File: config.mk
export PLATFORM = sky130hd
export DESIGN_NAME = apb_sys_param
export DESIGN_NICKNAME = d
export VERILOG_FILES = /design/src/rtl/apb_sys_param.sv
export SDC_FILE = /design/constraint.sdc
export NUM_CORES = 1
export LEC_CHECK = 0
export CORE_MARGIN = 5
export CORE_UTILIZATION = 60
export CTS_CLUSTER_DIAMETER = 150
export DETAILED_ROUTE_END_ITERATION = 12
export PLACE_DENSITY_LB_ADDON = 0.08
export SKIP_LAST_GASP = 1
export SLEW_MARGIN = 10
export SYNTH_ARGS = -nofsm -noshare
export SYNTH_HDL_FRONTEND = slang
export SYNTH_SLANG_ARGS = --single-unit
File: constraint.sdc
create_clock -name PCLK -period 39.7 [get_ports PCLK]
set_input_delay 7.94 -clock PCLK [delete_from_list [all_inputs] [get_ports PCLK]]
set_output_delay 7.94 -clock PCLK [all_outputs]
set_load 0.005 [all_outputs]
File: src/rtl/apb_sys_param.sv
// apb_sys_param: command-driven APB master FSM plus an internal word-addressed register-bank slave.
// Byte-lane strobes (cmd_strb/PSTRB) exist only when APB_PSTRB_EN is defined.
module apb_sys_param #(
  parameter int ADDR_W      = 8,
  parameter int DATA_W      = 32,
  parameter int DEPTH       = 16,
  parameter int WAIT_STATES = 0
) (
  input  logic                PCLK,
  input  logic                PRESET,
  input  logic                cmd_valid,
  output logic                cmd_ready,
  input  logic                cmd_write,
  input  logic [ADDR_W-1:0]   cmd_addr,
  input  logic [DATA_W-1:0]   cmd_wdata,
`ifdef APB_PSTRB_EN
  input  logic [DATA_W/8-1:0] cmd_strb,
  output logic [DATA_W/8-1:0] PSTRB,
`endif
  output logic                rsp_valid,
  output logic [DATA_W-1:0]   rsp_rdata,
  output logic                rsp_err,
  output logic                PSEL,
  output logic                PENABLE,
  output logic                PWRITE,
  output logic [ADDR_W-1:0]   PADDR,
  output logic [DATA_W-1:0]   PWDATA,
  output logic [DATA_W-1:0]   PRDATA,
  output logic                PREADY,
  output logic                PSLVERR
);
  localparam int              NB      = DATA_W / 8;
  localparam int              IDX_W   = (DEPTH > 1) ? $clog2(DEPTH) : 1;
  localparam logic [ADDR_W:0] DEPTH_L = (ADDR_W + 1)'(DEPTH);
  localparam logic [3:0]      WS_L    = 4'(WAIT_STATES);

  typedef enum logic [1:0] {S_IDLE, S_SETUP, S_ACCESS} state_t;

  state_t            r_state;
  logic [3:0]        r_cnt;
  logic              r_write;
  logic [ADDR_W-1:0] r_addr;
  logic [DATA_W-1:0] r_wdata;
  logic [NB-1:0]     r_strb;
  logic              r_psel;
  logic              r_penable;
  logic              r_cmd_ready;
  logic              r_rsp_valid;
  logic              r_rsp_err;
  logic [DATA_W-1:0] r_rsp_rdata;
  logic [DATA_W-1:0] r_bank [DEPTH];

  logic [NB-1:0]     w_cmd_strb;
  logic              w_in_range;
  logic [IDX_W-1:0]  w_idx;
  logic              w_pready;
  logic [DATA_W-1:0] w_prdata;

`ifdef APB_PSTRB_EN
  assign w_cmd_strb = cmd_strb;
  assign PSTRB      = (r_psel && r_write) ? r_strb : '0;
`else
  assign w_cmd_strb = '1;
`endif

  // No wrap-around: any index at or beyond DEPTH is rejected with PSLVERR.
  assign w_in_range = ({1'b0, r_addr} < DEPTH_L);
  assign w_idx      = r_addr[IDX_W-1:0];
  assign w_pready   = (r_state == S_ACCESS) && (r_cnt == 4'd0);
  assign w_prdata   = ((r_state == S_ACCESS) && !r_write && w_in_range) ? r_bank[w_idx] : '0;

  assign cmd_ready = r_cmd_ready;
  assign rsp_valid = r_rsp_valid;
  assign rsp_rdata = r_rsp_rdata;
  assign rsp_err   = r_rsp_err;
  assign PSEL      = r_psel;
  assign PENABLE   = r_penable;
  assign PWRITE    = r_write;
  assign PADDR     = r_addr;
  assign PWDATA    = r_wdata;
  assign PRDATA    = w_prdata;
  assign PREADY    = w_pready;
  assign PSLVERR   = w_pready && !w_in_range;

  always_ff @(posedge PCLK or posedge PRESET) begin
    if (PRESET) begin
      r_state     <= S_IDLE;
      r_cnt       <= '0;
      r_write     <= 1'b0;
      r_addr      <= '0;
      r_wdata     <= '0;
      r_strb      <= '0;
      r_psel      <= 1'b0;
      r_penable   <= 1'b0;
      r_cmd_ready <= 1'b0;
      r_rsp_valid <= 1'b0;
      r_rsp_err   <= 1'b0;
      r_rsp_rdata <= '0;
      for (int i = 0; i < DEPTH; i++) r_bank[i] <= '0;
    end else begin
      r_rsp_valid <= 1'b0;
      case (r_state)
        S_IDLE: begin
          if (cmd_valid && r_cmd_ready) begin
            r_write     <= cmd_write;
            r_addr      <= cmd_addr;
            r_wdata     <= cmd_wdata;
            r_strb      <= w_cmd_strb;
            r_psel      <= 1'b1;
            r_cmd_ready <= 1'b0;
            r_state     <= S_SETUP;
          end else begin
            r_cmd_ready <= 1'b1;
          end
        end
        S_SETUP: begin
          r_cnt     <= WS_L;
          r_penable <= 1'b1;
          r_state   <= S_ACCESS;
        end
        S_ACCESS: begin
          if (r_cnt != 4'd0) begin
            r_cnt <= r_cnt - 4'd1;
          end else begin
            // Completion edge: commit write, capture response, re-open the command port.
            if (r_write && w_in_range) begin
              for (int b = 0; b < NB; b++)
                if (r_strb[b]) r_bank[w_idx][8*b +: 8] <= r_wdata[8*b +: 8];
            end
            r_rsp_valid <= 1'b1;
            r_rsp_err   <= !w_in_range;
            r_rsp_rdata <= w_prdata;
            r_psel      <= 1'b0;
            r_penable   <= 1'b0;
            r_cmd_ready <= 1'b1;
            r_state     <= S_IDLE;
          end
        end
        default: r_state <= S_IDLE;
      endcase
    end
  end
endmodule

==> Word-level counts from Yosys, hierarchy flattened <==
Index checks and enable logic that the tools add are counted.
{ "totals": {"register_bits": 597, "in_bits": 44, "out_inout_bits": 112} }
{ "classes": {"n_addsub": 1, "magnitude_cmp": 3, "eq_ne": 5, "n_mux": 43, "bitwise_logic": 2, "n_reduce_logical": 22} }
{ "op_table": {"columns": ["op", "count"], "rows": [
  ["$mux 512", 13],
  ["$bwmux 512", 4],
  ["$demux 32 s4", 4],
  ["$bmux 32 s4", 1],
  ["$mux 32", 4],
  ["$mux 24", 1],
  ["$mux 16", 1],
  ["$reduce_and 2->1", 6],
  ["$lt 8x5->1 const B", 1],
  ["$mux 8", 1],
  ["$pmux 4 s2", 1],
  ["$logic_and 1x1->1", 7],
  ["$mux 1", 6],
  ["$pmux 1 s2", 3],
  ["$pmux 2 s3", 1],
  ["$reduce_and 3->1", 2],
  ["$ge 5x5->1 const B", 1],
  ["$lt 5x1->1 const B", 1],
  ["$not 4->5", 1],
  ["$logic_not 4->1", 1],
  ["$mux 2", 2],
  ["$mux 4", 1],
  ["$ne 2x2->1 const B", 2],
  ["$reduce_bool 2->1", 2],
  ["8 further kinds", 9]
]} }

==> Longest topological paths before layout <==
Gate-level depths: netlist of the first run.
{ "depth": {"word_depth": 22, "ltp_mapped": 9, "mapped_depth_nobuf": 6} }

==> Worst setup path after synthesis of the first run <==
No wires, ideal clock.
{ "synth_timing": {"path_type": "register -> output", "startpoint": "register r_addr[3] (netlist: PADDR[3])", "endpoint": "output port PRDATA[17]", "arrival_ns": 2.141, "required_time_ns": 31.760, "path_slack_ns": 29.619, "path_stages_with_launch": 7, "n_path_buf": 2, "cell_sequence": "dfrtp_1 > buf_2 > buf_1 > mux4_2 > a22o_1 > a221oi_1 > nor2_1"} }
{ "synth_via": {"elab_chain_cells": 5, "elab_cells_between_ends": 7} }
{ "synth_lines": {"columns": ["element", "line", "rtl"], "rows": [
  ["start, declared", "42", "logic [ADDR_W-1:0] r_addr;"],
  ["start signal, assigned", "106", "r_addr <= cmd_addr;"],
  ["$not 4->5 (implied by the code)", "70", "assign w_prdata = ((r_state == S_ACCESS) && !r_write && w_in_range) ? r_bank[w_idx] : '0;"],
  ["$bmux 32 s4", "70", null],
  ["$mux 32 (implied by the code) (2 in a row)", "70", null],
  ["$mux 32 *", "70", null],
  ["end, declared", "28", "output logic [DATA_W-1:0] PRDATA,"]
]} }
Mark *: on every way between the ends. The rest lies on a longest branch, timed or not. The select of a mux whose other input is x is not followed.

==> Final worst setup path of the first run <==
{ "layout_timing": {"startpoint": "register r_addr[2] (netlist: PADDR[2])", "endpoint": "output port PRDATA[31]"} }
The elaborated chain is that of the path after synthesis.

==> results of run 1 <==
-- registers in the layout, summed over array words and instances (netlist names), 2 cells and up --
name       count
r_cnt          4
PADDR          8
rsp_rdata     32
r_bank       512
PWDATA        32
r_state        2
-- critical path, cell delays in order (launching register included) --
cell and delay, ps:
dfrtp_4 750, buf_4 800, mux4_2 600, a22o_1 250, a221oi_1 280, nor2_1 140, clkdlybuf4s50_1 500
-- per-layer routing --
metal  global-route usage [%]  vias up
met2                     41.7      371
met5                        0        -
li1                         -     6404
met4                     4.22        0
met1                     40.0     8314
met3                     5.08       67
-- layout make-up --
| type | count | area (um2) | share of cell area, % |
|---|---|---|---|
| timing repair buffer | 177 | 1740 | 5.74 |
| inverter | 6 | 30.0 | 0.0990 |
| tap | 592 | 741 | 2.44 |
| clock buffer | 95 | 1870 | 6.18 |
| multi-input combinational | 915 | 10900 | 35.9 |
| clock inverter | 15 | 125 | 0.412 |
| sequential | 597 | 14900 | 49.3 |
-- metrics by stage --
step / power (mW) / instances / setup WS (ps) / util [%]
2_1_floorplan: 1.01 / 1667 / 15050 / -
3_5_place_dp: 1.18 / 2287 / 28300 / 64.2
6_report: 1.73 / 2397 / 27710 / 68.7
4_1_cts: 1.74 / 2397 / 27640 / 68.7
3_3_place_gp: 1.16 / 2287 / 28320 / 64.2
5_1_grt: 1.81 / 2397 / 27490 / 68.7
-- cells in the final DEF (no fill, tap or decap), types with 2 or more instances in the layout --
cell type / count
a21oi_1: 16
a221oi_1: 19
a22o_1: 34
a22oi_1: 26
a32o_1: 2
and2_1: 7
and2b_1: 2
and4_2: 4
buf_12: 2
buf_4: 20
bufinv_16: 2
clkbuf_1: 12
clkbuf_16: 61
clkbuf_8: 22
clkdlybuf4s50_1: 155
clkinv_2: 13
dfrtp_1: 595
dfrtp_4: 2
ha_1: 2
inv_1: 4
mux2_1: 12
mux2_2: 503
mux2_4: 38
mux4_2: 128
nand2_1: 39
nand3_1: 3
nand3_2: 3
nand3_4: 10
nor2_1: 25
nor2b_4: 2
o21ai_0: 24
or2_2: 2
-- report_power, final --
group / total [mW] / leakage [nW] / switching (mW) / internal (mW)
Sequential: 0.790 / 8.22 / 0.119 / 0.672
Clock: 0.567 / 1.00 / 0.233 / 0.334
Combinational: 0.374 / 5.29 / 0.191 / 0.183
Total: 1.73 / 14.5 / 0.543 / 1.19
-- cells by family after synthesis --
logic type | count (synthesis)
multiplexers | 681
AND/OR/NAND/NOR | 109
AO/OA/AOI/OAI | 123
flip-flops | 597
adder cells (fa/ha/maj) | 2
buffers and inverters | 155
-- worst min-delay path by stage --
| stage | start | to | slack, ps |
|---|---|---|---|
| 2_1_floorplan | r_bank[120] | r_bank[120] | 450 |
| 3_3_place_gp | rsp_err | rsp_err | 460 |
| 3_5_place_dp | rsp_err | rsp_err | 460 |
| 4_1_cts | rsp_err | rsp_err | 480 |
| 5_1_grt | rsp_err | rsp_err | 500 |
| 6_report | rsp_rdata[20] | rsp_rdata[20] | 480 |
==> results.py, run 1 <==
metrics = {
    "drt": {
        "drt_iter0_markers": 1218,
        "top_layer_used": "met4",
        "wl_met2_um": 30400,
        "route.detailed.drc": 0,
        "ant_nets": 0,
        "wirelength_um": 63800,
        "drt-vias-per-instance": 6.32,
        "wl_per_cell_um": 26.6,
        "wl_met3_um": 3340,
        "wl_met1_um": 29200,
        "vias": 15156,
        "firstDrtPassIters": 7,
    },
    "floorplan": {
        "initial_core_util_pct": 60.4,
        "die_h_um": 221,
        "fp.dieArea_um2": 48800,
        "dieWidth_um": 221,
        "pin_count": 156,
        "rows": 77,
        "core_um2": 44100,
    },
    "logic_synthesis": {
        "synthMuxAreaShare_pct": 34.7,
        "synth_compound_area_share_pct": 3.35,
        "synth_simple_gate_area_share_pct": 2.47,
        "yosys-top-cells-count": "dfrtp_1, mux2_2, mux4_2",
        "syn_area_per_cell_um2": 16.0,
        "yosys.area_share.xor_xnor_pct": 0,
        "synth_nets": 1713,
        "yosysWarnings": 0,
        "yosysTopAreaCell": "dfrtp_1",
        "synth-edff-count": 0,
        "ys_types": 41,
        "async_flop_share_pct": 100,
        "synth_area_leaders": "dfrtp_1, mux2_2, mux4_2",
        "syn_area_um2": 26700,
        "synth_top_family_by_area": "multiplexers",
        "yosysMostFrequentCell": "dfrtp_1",
        "yosysSeqAreaShare_pct": 56.0,
        "synthFlopType": "dfrtp_1",
        "synth_top_area_share_pct": 56.0,
        "synth_seq_cells": 597,
        "syn-instance-count": 1667,
        "synth-adder-area-share_pct": 0.0938,
    },
    "timing": {
        "fin_skew_ps": 15.0,
        "hold_viol": 0,
        "fin_hold_ws_ps": 481,
        "fmax_ghz": 0.0834,
        "setup_viol": 0,
        "post-route-period-util_pct": 30.2,
        "tightest_slew_ps": 1040,
        "min_period_ps": 11990,
        "maxSlewViolCount": 0,
        "rsz0062_at_grt": "no",
        "relSlewSlack_pct": 30.3,
        "tns_ps": 0,
    },
    "setup_path": {
        "worstSetupPathType": "register to primary output",
        "worst-r2r-setup-slack_ps": 36090,
        "required_ps": 31760,
        "worst_setup_path_end_kind": "primary output",
        "crit_path_end": "PRDATA[31]",
        "r2r-end": "r_bank[103]",
        "rr_worst_depth": 8,
        "reg2reg_from": "r_cnt[1]",
        "start_kind": "register",
        "cp.arrival_ps": 4050,
        "startpoint": "PADDR[2]",
        "path_max_fanout": 59,
    },
    "clock_network": {
        "htree_levels": 2,
        "numCtsBuffers": 61,
        "clk_pin_slew_worst_paths_ps": 60,
        "cts_buffer_depth": 3,
        "cts-root-buf": "clkbuf_16",
        "clock_sinks": 597,
        "tritoncts": "yes",
        "post-cts-setup-buffers": 0,
        "cts_resized": 0,
        "insertion_delay_ps": 610,
        "cts_hold_buf": 0,
    },
    "placement": {
        "gp_congestion": 0.739,
        "dp_hpwl_um": 33700,
        "io_buffers": 155,
        "placed_area_um2": 28300,
    },
    "final_layout": {
        "nFillCells": 3091,
        "fin_area_um2": 30300,
        "drive_gt1_share_pct": 45.4,
        "diodes": 0,
        "fin_nets": 1804,
        "area_growth_pct": 13.8,
    },
    "worst_hold_path": {
        "holdPathStages": 2,
        "hold_class": "register to register",
    },
    "global_route": {
        "grt_pass1_wl_um": 101000,
        "antenna_found_initial": 1,
        "grtUsageTotal_pct": 26.5,
        "first_global_vias": 16395,
        "overflow": 0,
        "grt_max_degree": 159,
    },
    "outcome": {
        "outcome": "finished, final reports clean",
    },
    "job": {
        "cap_violations": 0,
    },
    "power": {
        "ir_drop_v": 0.0000505,
        "p_leak_nw": 14.5,
        "power.density_nw_per_um2": 57.1,
    },
}
Note: power is estimated with default switching activity, not from simulation.
==> run 2: changes to the inputs <==
--- a/config.mk
+++ b/config.mk
@@ -6,7 +6,7 @@
 export NUM_CORES = 1
 export LEC_CHECK = 0
 export CORE_MARGIN = 5
-export CORE_UTILIZATION = 60
+export CORE_UTILIZATION = 54
 export CTS_CLUSTER_DIAMETER = 150
 export DETAILED_ROUTE_END_ITERATION = 12
 export PLACE_DENSITY_LB_ADDON = 0.08
==> constraint.sdc (replaced) <==
create_clock -name PCLK -period 9.97 [get_ports PCLK]
set_input_delay 1.994 -clock PCLK [delete_from_list [all_inputs] [get_ports PCLK]]
set_output_delay 1.994 -clock PCLK [all_outputs]
set_load 0.005 [all_outputs]
==> run 2 against run 1 <==
Total power rose to 4.1 times the previous value. Sequential cell count unchanged. Global-route usage fell by 1.9 points. Cell area is 0.75% higher. Critical path type unchanged. Critical endpoint is now PRDATA[12].
==> results.py, run 2 (synthesis gave the netlist of run 1 again) <==
metrics = {
    "final_layout": {
        "fin_area_um2": 30600,
        "final_common_cell": "dfrtp_1",
        "diodes": 0,
        "instances_no_fill": 2468,
        "largest_reg_flops": 512,
        "final_cell_mix": "dfrtp_1, mux2_2, clkdlybuf4s50_1, mux4_2, clkbuf_16",
        "area_growth_pct": 14.6,
        "regMostFlops": "r_bank",
        "fin_nets": 1808,
        "fin_util_pct": 62.6,
        "drive_gt1_share_pct": 45.2,
    },
    "timing": {
        "tightest_slew_ps": 1070,
        "maxSlewViolCount": 0,
        "setup_viol": 0,
        "finalWorstSetupSlack_ps": 3780,
        "min_period_ps": 6190,
        "fmax_ghz": 0.162,
        "relSlewSlack_pct": 29.0,
        "fin_skew_ps": 23.6,
        "hold_viol": 0,
        "rsz0062_at_grt": "no",
        "post-route-period-util_pct": 62.0,
        "tns_ps": 0,
        "fin_hold_ws_ps": 477,
    },
    "setup_path": {
        "worstSetupPathType": "register to primary output",
        "cp.arrival_ps": 4190,
        "critPathMaxStageDelay_ps": 1020,
        "critical_path.top_delay_family": "buffers and inverters",
        "start_kind": "register",
        "path_depth": 6,
        "worst_setup_path_end_kind": "primary output",
        "rr_worst_depth": 4,
        "worstPathCellList": "buf_12 -> mux4_2 -> a22o_1 -> a221oi_1 -> nor2_1 -> clkdlybuf4s50_1",
        "path_max_fanout": 93,
        "path_buf_inv": 2,
        "required_ps": 7980,
        "cp_slowest_cell": "dfrtp_4",
    },
    "clock_network": {
        "tritoncts": "yes",
        "cts_hold_buf": 0,
        "cts_resized": 0,
        "post-cts-setup-buffers": 0,
        "clock_sinks": 597,
        "cts-root-buf": "clkbuf_16",
        "insertion_delay_ps": 600,
        "cts_buffer_depth": 3,
        "htree_levels": 3,
        "numCtsBuffers": 66,
        "clk_pin_slew_worst_paths_ps": 60,
    },
    "placement": {
        "dp_hpwl_um": 33500,
        "gp_congestion": 0.733,
        "placed_cells": 2358,
        "io_buffers": 155,
        "place_ws_ps": 4370,
        "placed_area_um2": 28400,
    },
    "global_route": {
        "grtUsageTotal_pct": 24.5,
        "antenna_found_initial": 1,
        "first_global_vias": 16024,
        "grt_pass1_wl_um": 101000,
        "grt_max_degree": 177,
        "overflow": 0,
    },
    "floorplan": {
        "pin_count": 156,
        "rows": 81,
        "die_h_um": 232,
        "initial_core_util_pct": 54.6,
        "core_um2": 48800,
        "dieWidth_um": 232,
        "fp.dieArea_um2": 53900,
    },
    "drt": {
        "ant_nets": 0,
        "firstDrtPassIters": 5,
        "vias": 15130,
        "drt-vias-per-instance": 6.13,
        "wl_per_cell_um": 26.4,
        "drt_iter0_markers": 1080,
        "route.detailed.drc": 0,
        "wirelength_um": 65100,
    },
    "power": {
        "p_leak_nw": 14.6,
        "power_mw": 7.02,
        "ir_drop_v": 0.000236,
        "power.density_nw_per_um2": 230,
    },
    "job": {
        "cap_violations": 0,
    },
    "worst_hold_path": {
        "hold_class": "register to register",
        "holdPathStages": 1,
    },
    "outcome": {
        "outcome": "finished, final reports clean",
    },
}
run 2: worst reg2reg max path, delay by kind of cell, from the launching register on:
| family | cells | cell delay, ps |
|---|---|---|
| buffers and inverters | 2 | 1090 |
| DFF | 1 | 1020 |
| muxes | 1 | 380 |
| and+or+nand+nor | 1 | 1120 |
run 2: power by group:
group | total (mW) | internal (mW) | switching, mW
logic | 1.48 | 0.731 | 0.747
registers | 3.16 | 2.67 | 0.486
clock network | 2.38 | 1.43 | 0.957
total | 7.02 | 4.83 | 2.19
run 2: path summary, 6_finish.rpt:
check | start | slack, ps | end
setup / recovery | PADDR[3] | 3780 | PRDATA[12]
hold / removal | rsp_err | 480 | rsp_err
setup reg to reg | PADDR[3] | 6250 | r_bank[14]
hold reg to reg | rsp_err | 480 | rsp_err
max in group asynchronous | PRESET | 6230 | rsp_rdata[13]
min in group asynchronous | PRESET | 1910 | PWDATA[23]
run 2: layout make-up:
class / count / area [um2]
Clock buffer: 100 / 2040
Clock inverter: 10 / 78.8
Fill cell: 3693 / 18300
Inverter: 6 / 26.3
Multi-Input combinational cell: 915 / 10900
Sequential cell: 597 / 14900
Tap cell: 664 / 831
Timing Repair Buffer: 176 / 1770
run 2: metal layers:
layer  global-route usage, %  routed length (um)
met3                    4.68                3390
met2                    38.8               30500
met5                       0                   0
met4                    5.17                1190
met1                    36.1               30000
==> run 3: changes to the inputs <==
--- a/config.mk
+++ b/config.mk
@@ -6,7 +6,7 @@
 export NUM_CORES = 1
 export LEC_CHECK = 0
 export CORE_MARGIN = 5
-export CORE_UTILIZATION = 54
+export CORE_UTILIZATION = 60
 export CTS_CLUSTER_DIAMETER = 150
 export DETAILED_ROUTE_END_ITERATION = 12
 export PLACE_DENSITY_LB_ADDON = 0.08
==> constraint.sdc (replaced) <==
create_clock -name PCLK -period 6.4 [get_ports PCLK]
set_input_delay 1.28 -clock PCLK [delete_from_list [all_inputs] [get_ports PCLK]]
set_output_delay 1.28 -clock PCLK [all_outputs]
set_load 0.005 [all_outputs]
==> run 3 against run 2 <==
Sequential power is 58% higher. Worst hold slack better by 4.4 ps. Sequential cell count stayed put. Combinational power is 53% higher. Via count hardly changed. Critical path type unchanged. Critical endpoint is now PRDATA[28]. Largest power group unchanged.
==> results.py, run 3 (synthesis gave the netlist of run 1 again) <==
metrics = {
    "setup_path": {
        "startpoint": "PADDR[2]",
        "cp.arrival_ps": 3840,
        "critPathMaxStageDelay_ps": 1010,
        "start_kind": "register",
        "worstSetupPathType": "register to primary output",
        "worstPathCellList": "buf_4 -> mux4_2 -> a22o_1 -> a221oi_1 -> nor2_1 -> clkdlybuf4s50_1",
        "path_max_fanout": 59,
        "worst-r2r-setup-slack_ps": 2800,
        "worst_setup_path_end_kind": "primary output",
        "cp_slowest_cell": "dfrtp_4",
        "reg2reg_from": "r_cnt[0]",
        "required_ps": 5120,
    },
    "final_layout": {
        "final_common_cell": "dfrtp_1",
        "fin_util_pct": 69.0,
        "fin_nets": 1813,
        "final_cell_mix": "dfrtp_1, mux2_2, clkdlybuf4s50_1, mux4_2, clkbuf_16",
        "area_growth_pct": 14.1,
        "fin_area_um2": 30400,
        "drive_gt1_share_pct": 45.3,
        "regMostFlops": "r_bank",
        "largest_reg_flops": 512,
        "diodes": 0,
    },
    "drt": {
        "drt_iter0_markers": 1095,
        "wirelength_um": 63900,
        "vias": 15137,
        "ant_nets": 0,
        "wl_per_cell_um": 26.5,
        "firstDrtPassIters": 5,
        "drt-vias-per-instance": 6.28,
        "route.detailed.drc": 0,
    },
    "timing": {
        "tightest_slew_ps": 1080,
        "hold_viol": 0,
        "relSlewSlack_pct": 28.1,
        "setup_viol": 0,
        "fin_hold_ws_ps": 482,
        "post-route-period-util_pct": 80.0,
        "finalWorstSetupSlack_ps": 1280,
        "maxSlewViolCount": 0,
        "rsz0062_at_grt": "no",
        "fin_skew_ps": 17.0,
        "fmax_ghz": 0.195,
        "min_period_ps": 5120,
    },
    "floorplan": {
        "die_h_um": 221,
        "dieWidth_um": 221,
        "initial_core_util_pct": 60.4,
        "rows": 77,
        "fp.dieArea_um2": 48800,
        "pin_count": 156,
        "core_um2": 44100,
    },
    "clock_network": {
        "cts_hold_buf": 0,
        "cts-root-buf": "clkbuf_16",
        "cts_resized": 0,
        "numCtsBuffers": 60,
        "tritoncts": "yes",
        "htree_levels": 2,
        "post-cts-setup-buffers": 0,
        "clk_pin_slew_worst_paths_ps": 60,
        "cts_buffer_depth": 3,
        "insertion_delay_ps": 620,
        "clock_sinks": 597,
    },
    "placement": {
        "place_ws_ps": 1830,
        "placed_area_um2": 28500,
        "dp_hpwl_um": 35400,
        "io_buffers": 155,
        "gp_congestion": 0.748,
    },
    "global_route": {
        "grt_max_degree": 167,
        "grtUsageTotal_pct": 26.5,
        "antenna_found_initial": 0,
        "grt_pass1_wl_um": 101000,
        "first_global_vias": 16309,
        "overflow": 0,
    },
    "worst_hold_path": {
        "hold_start": "rsp_rdata[19]",
        "hold_class": "register to register",
    },
    "power": {
        "swShare_pct": 31.4,
        "power_frac_seq_pct": 46.5,
        "power_frac_clock_pct": 32.5,
        "intPower_mw": 7.36,
        "power_frac_comb_pct": 21.1,
        "p_leak_nw": 14.5,
        "power.density_nw_per_um2": 352,
        "p_switching_mw": 3.36,
        "ir_drop_v": 0.000230,
        "power_mw": 10.7,
    },
    "job": {
        "cap_violations": 0,
    },
    "outcome": {
        "outcome": "finished, final reports clean",
    },
}
==> run 3: per-stage QoR <==
| stage | TNS (ps) | cells |
|---|---|---|
| after global routing | 0 | 2409 |
| after detailed placement | 0 | 2297 |
| final | 0 | 2409 |
| after CTS | 0 | 2409 |
| after global placement | 0 | 2297 |
| after floorplan | -1803700 | 1667 |
==> run 3: worst paths after layout <==
path	to	depth (start not counted)
worst max-delay path	PRDATA[28]	6
worst min-delay path	rsp_rdata[19]	2
worst max register to register	r_bank[39]	8
worst min register to register	rsp_rdata[19]	2
max in group asynchronous	PADDR[3]	3
min in group asynchronous	PWDATA[22]	2
==> run 3: per-layer routing <==
metal  part of all wire [%]  wire length (um)  up-vias  track usage, %
met5                      0                 0        -               0
met1                     45             29100     8284            39.4
li1                       -                 -     6406               -
met4                    1.7              1100        0            5.44
met2                     48             30700      367            42.1
met3                    4.8              3060       80            4.59
==> run 3: power by group through the flow <==
stage          Clock [mW]  Sequential, mW  Combinational (mW)
2_1_floorplan           0            4.51                1.78
3_3_place_gp            0            5.01                2.25
3_5_place_dp            0            5.05                2.28
4_1_cts              3.55            4.99                2.29
5_1_grt              3.70            5.09                2.41
6_report             3.48            4.98                2.26
==> run 3: layout make-up <==
cell class | instances | area [um2]
clock buffer | 94 | 1790
clock inverter | 18 | 178
fill | 3053 | 13700
inverter | 6 | 26.3
multi-input combinational | 915 | 10900
sequential | 597 | 14900
tap | 592 | 741
timing repair buffer | 187 | 1880
==> run 3: critical path, delay by kind of cell, from the launching register on <==
| family | cells | cell delay (ps) |
|---|---|---|
| AO/OA/AOI/OAI | 2 | 520 |
| flip-flops | 1 | 1010 |
| AND/OR/NAND/NOR | 1 | 80 |
| buffers and inverters | 2 | 1020 |
| multiplexers | 1 | 560 |
==> edit: new RTL, flow settings as in run 3 <==
`DEPTH`: 16 -> 32.
--- a/src/rtl/apb_sys_param.sv
+++ b/src/rtl/apb_sys_param.sv
@@ -5,3 +5,3 @@
   parameter int DATA_W      = 32,
-  parameter int DEPTH       = 16,
+  parameter int DEPTH       = 32,
   parameter int WAIT_STATES = 0
Check against the original RTL: not settled (the Yosys comparison gave no result); the edit may change what the design does.
==> edit against run 3 <==
  * Sequential cell count up 512
  * Synthesized area up 89%
  * Cell area up 86%
  * Setup slack worse by 0.65 ns
  * Critical endpoint is now PRDATA[30]
  * Power up 87%
  * Critical path depth up 1
  * Non-clock buffer count up 48
  * Sequential share of layout area down 0.16 points
  * Wire length up 110%
  * Clock power up 100%
==> edit: results (changes against run 3) <==
stage,metric,value,unit,change
finish,share of cells above drive strength 1,35.97,%,-9.4 points
critical_path,crit path to,PRDATA[30],,
hold_path,WHS Endpoint,r_bank[1014]$_DFFE_PP0P_,,
yosys,sequential share of the synthesized area,55.00,%,-1.0 points
yosys,Adder-Cell Fraction of Synth Area,0.04960,%,-0.044 points
route,1st-iter DRT viols,2413,,+120%
yosys,Post-Synthesis Cells,3618,,+120%
global_routing,met1 Use GR,42.74,%,+3.3 points
global_routing,met2 Usage GRT,47.83,%,+5.7 points
timing,"Min Clock Period, post-route",5.769,ns,+0.6497 ns
critical_path,Critical Path Fanout Max,26,,-56%
critical_path,"setup slack, reg-to-reg",2.30,ns,-0.50 ns
power,Clk network pwr share,35.2,%,+2.7 points
yosys,Post-synth top cells,"1109 x dfrtp_1, 863 x mux2_2, 512 x mux2i_1",,
global_routing,number of global-route vias before repair,32560,,+100%
timing,Max-slew headroom,25.14,%,-2.9 points
timing,worst clock skew,0.02352,ns,+0.006537 ns
route,DR vias,30940,,+100%
global_routing,largest net degree at the start of global routing,175,,+4.8%
yosys,"top cells by area, synth","dfrtp_1 55%, mux2_2 19%, mux2i_1 10%",,
route,routed vias/inst,6.441,,+2.5%
yosys,complex-gate fraction of the synthesized area,3.851,%,+0.50 points
placement,dpl ws,1.446,ns,-0.3816 ns
yosys,multiplexer share of the synthesized area,34.64,%,-0.058 points
yosys,Synth Net Count,3664,,+110%
hold_path,hold_sp,r_bank[1014]$_DFFE_PP0P_,,
critical_path,critical path startpoint,PADDR[1]$_DFFE_PP0P_,,
placement,dpl cell area,52650,µm²,+85%
global_routing,GRT Total Usage,29.97,%,+3.5 points
power,sw frac,31.43,%,+0.079 points
finish,max FFs per register,1024,,+100%
cts,clk_lat worst skew,0.68,ns,+0.06 ns
run_status,run status,"complete, no violations",,
edit: cell types whose count changed after synthesis, sizes merged, moves of 19 or more:
| cell | change |
|---|---|
| dfrtp | +512 |
| or4 | +65 |
| a221oi | -19 |
| mux2i | +512 |
| a22o | -32 |
| o21ai | +31 |
| mux2 | +494 |
| a22oi | -26 |
| nand2 | +51 |
| nor2 | +46 |
| mux4 | -128 |
| clkbuf | +159 |
| buf | +36 |
| o22ai | +256 |
edit: critical path, cell delays in order (launching register included):
cell and delay [ns]:
dfrtp_1 0.93, nand4bb_2 0.72, buf_4 0.43, o22ai_1 0.10, or4_1 0.49, nor2_1 0.50, nor2_1 0.11, clkdlybuf4s50_1 0.50
edit: area by class of cell:
type	count	area, µm²	area share, %
flip-flops and latches	1109	27760	48.95
clock inverters	45	626.9	1.106
repair buffers	235	2352	4.149
multi-input cells	2158	21160	37.33
clock buffers	169	3421	6.033
inverters	7	30.03	0.05296
well taps	1080	1351	2.383
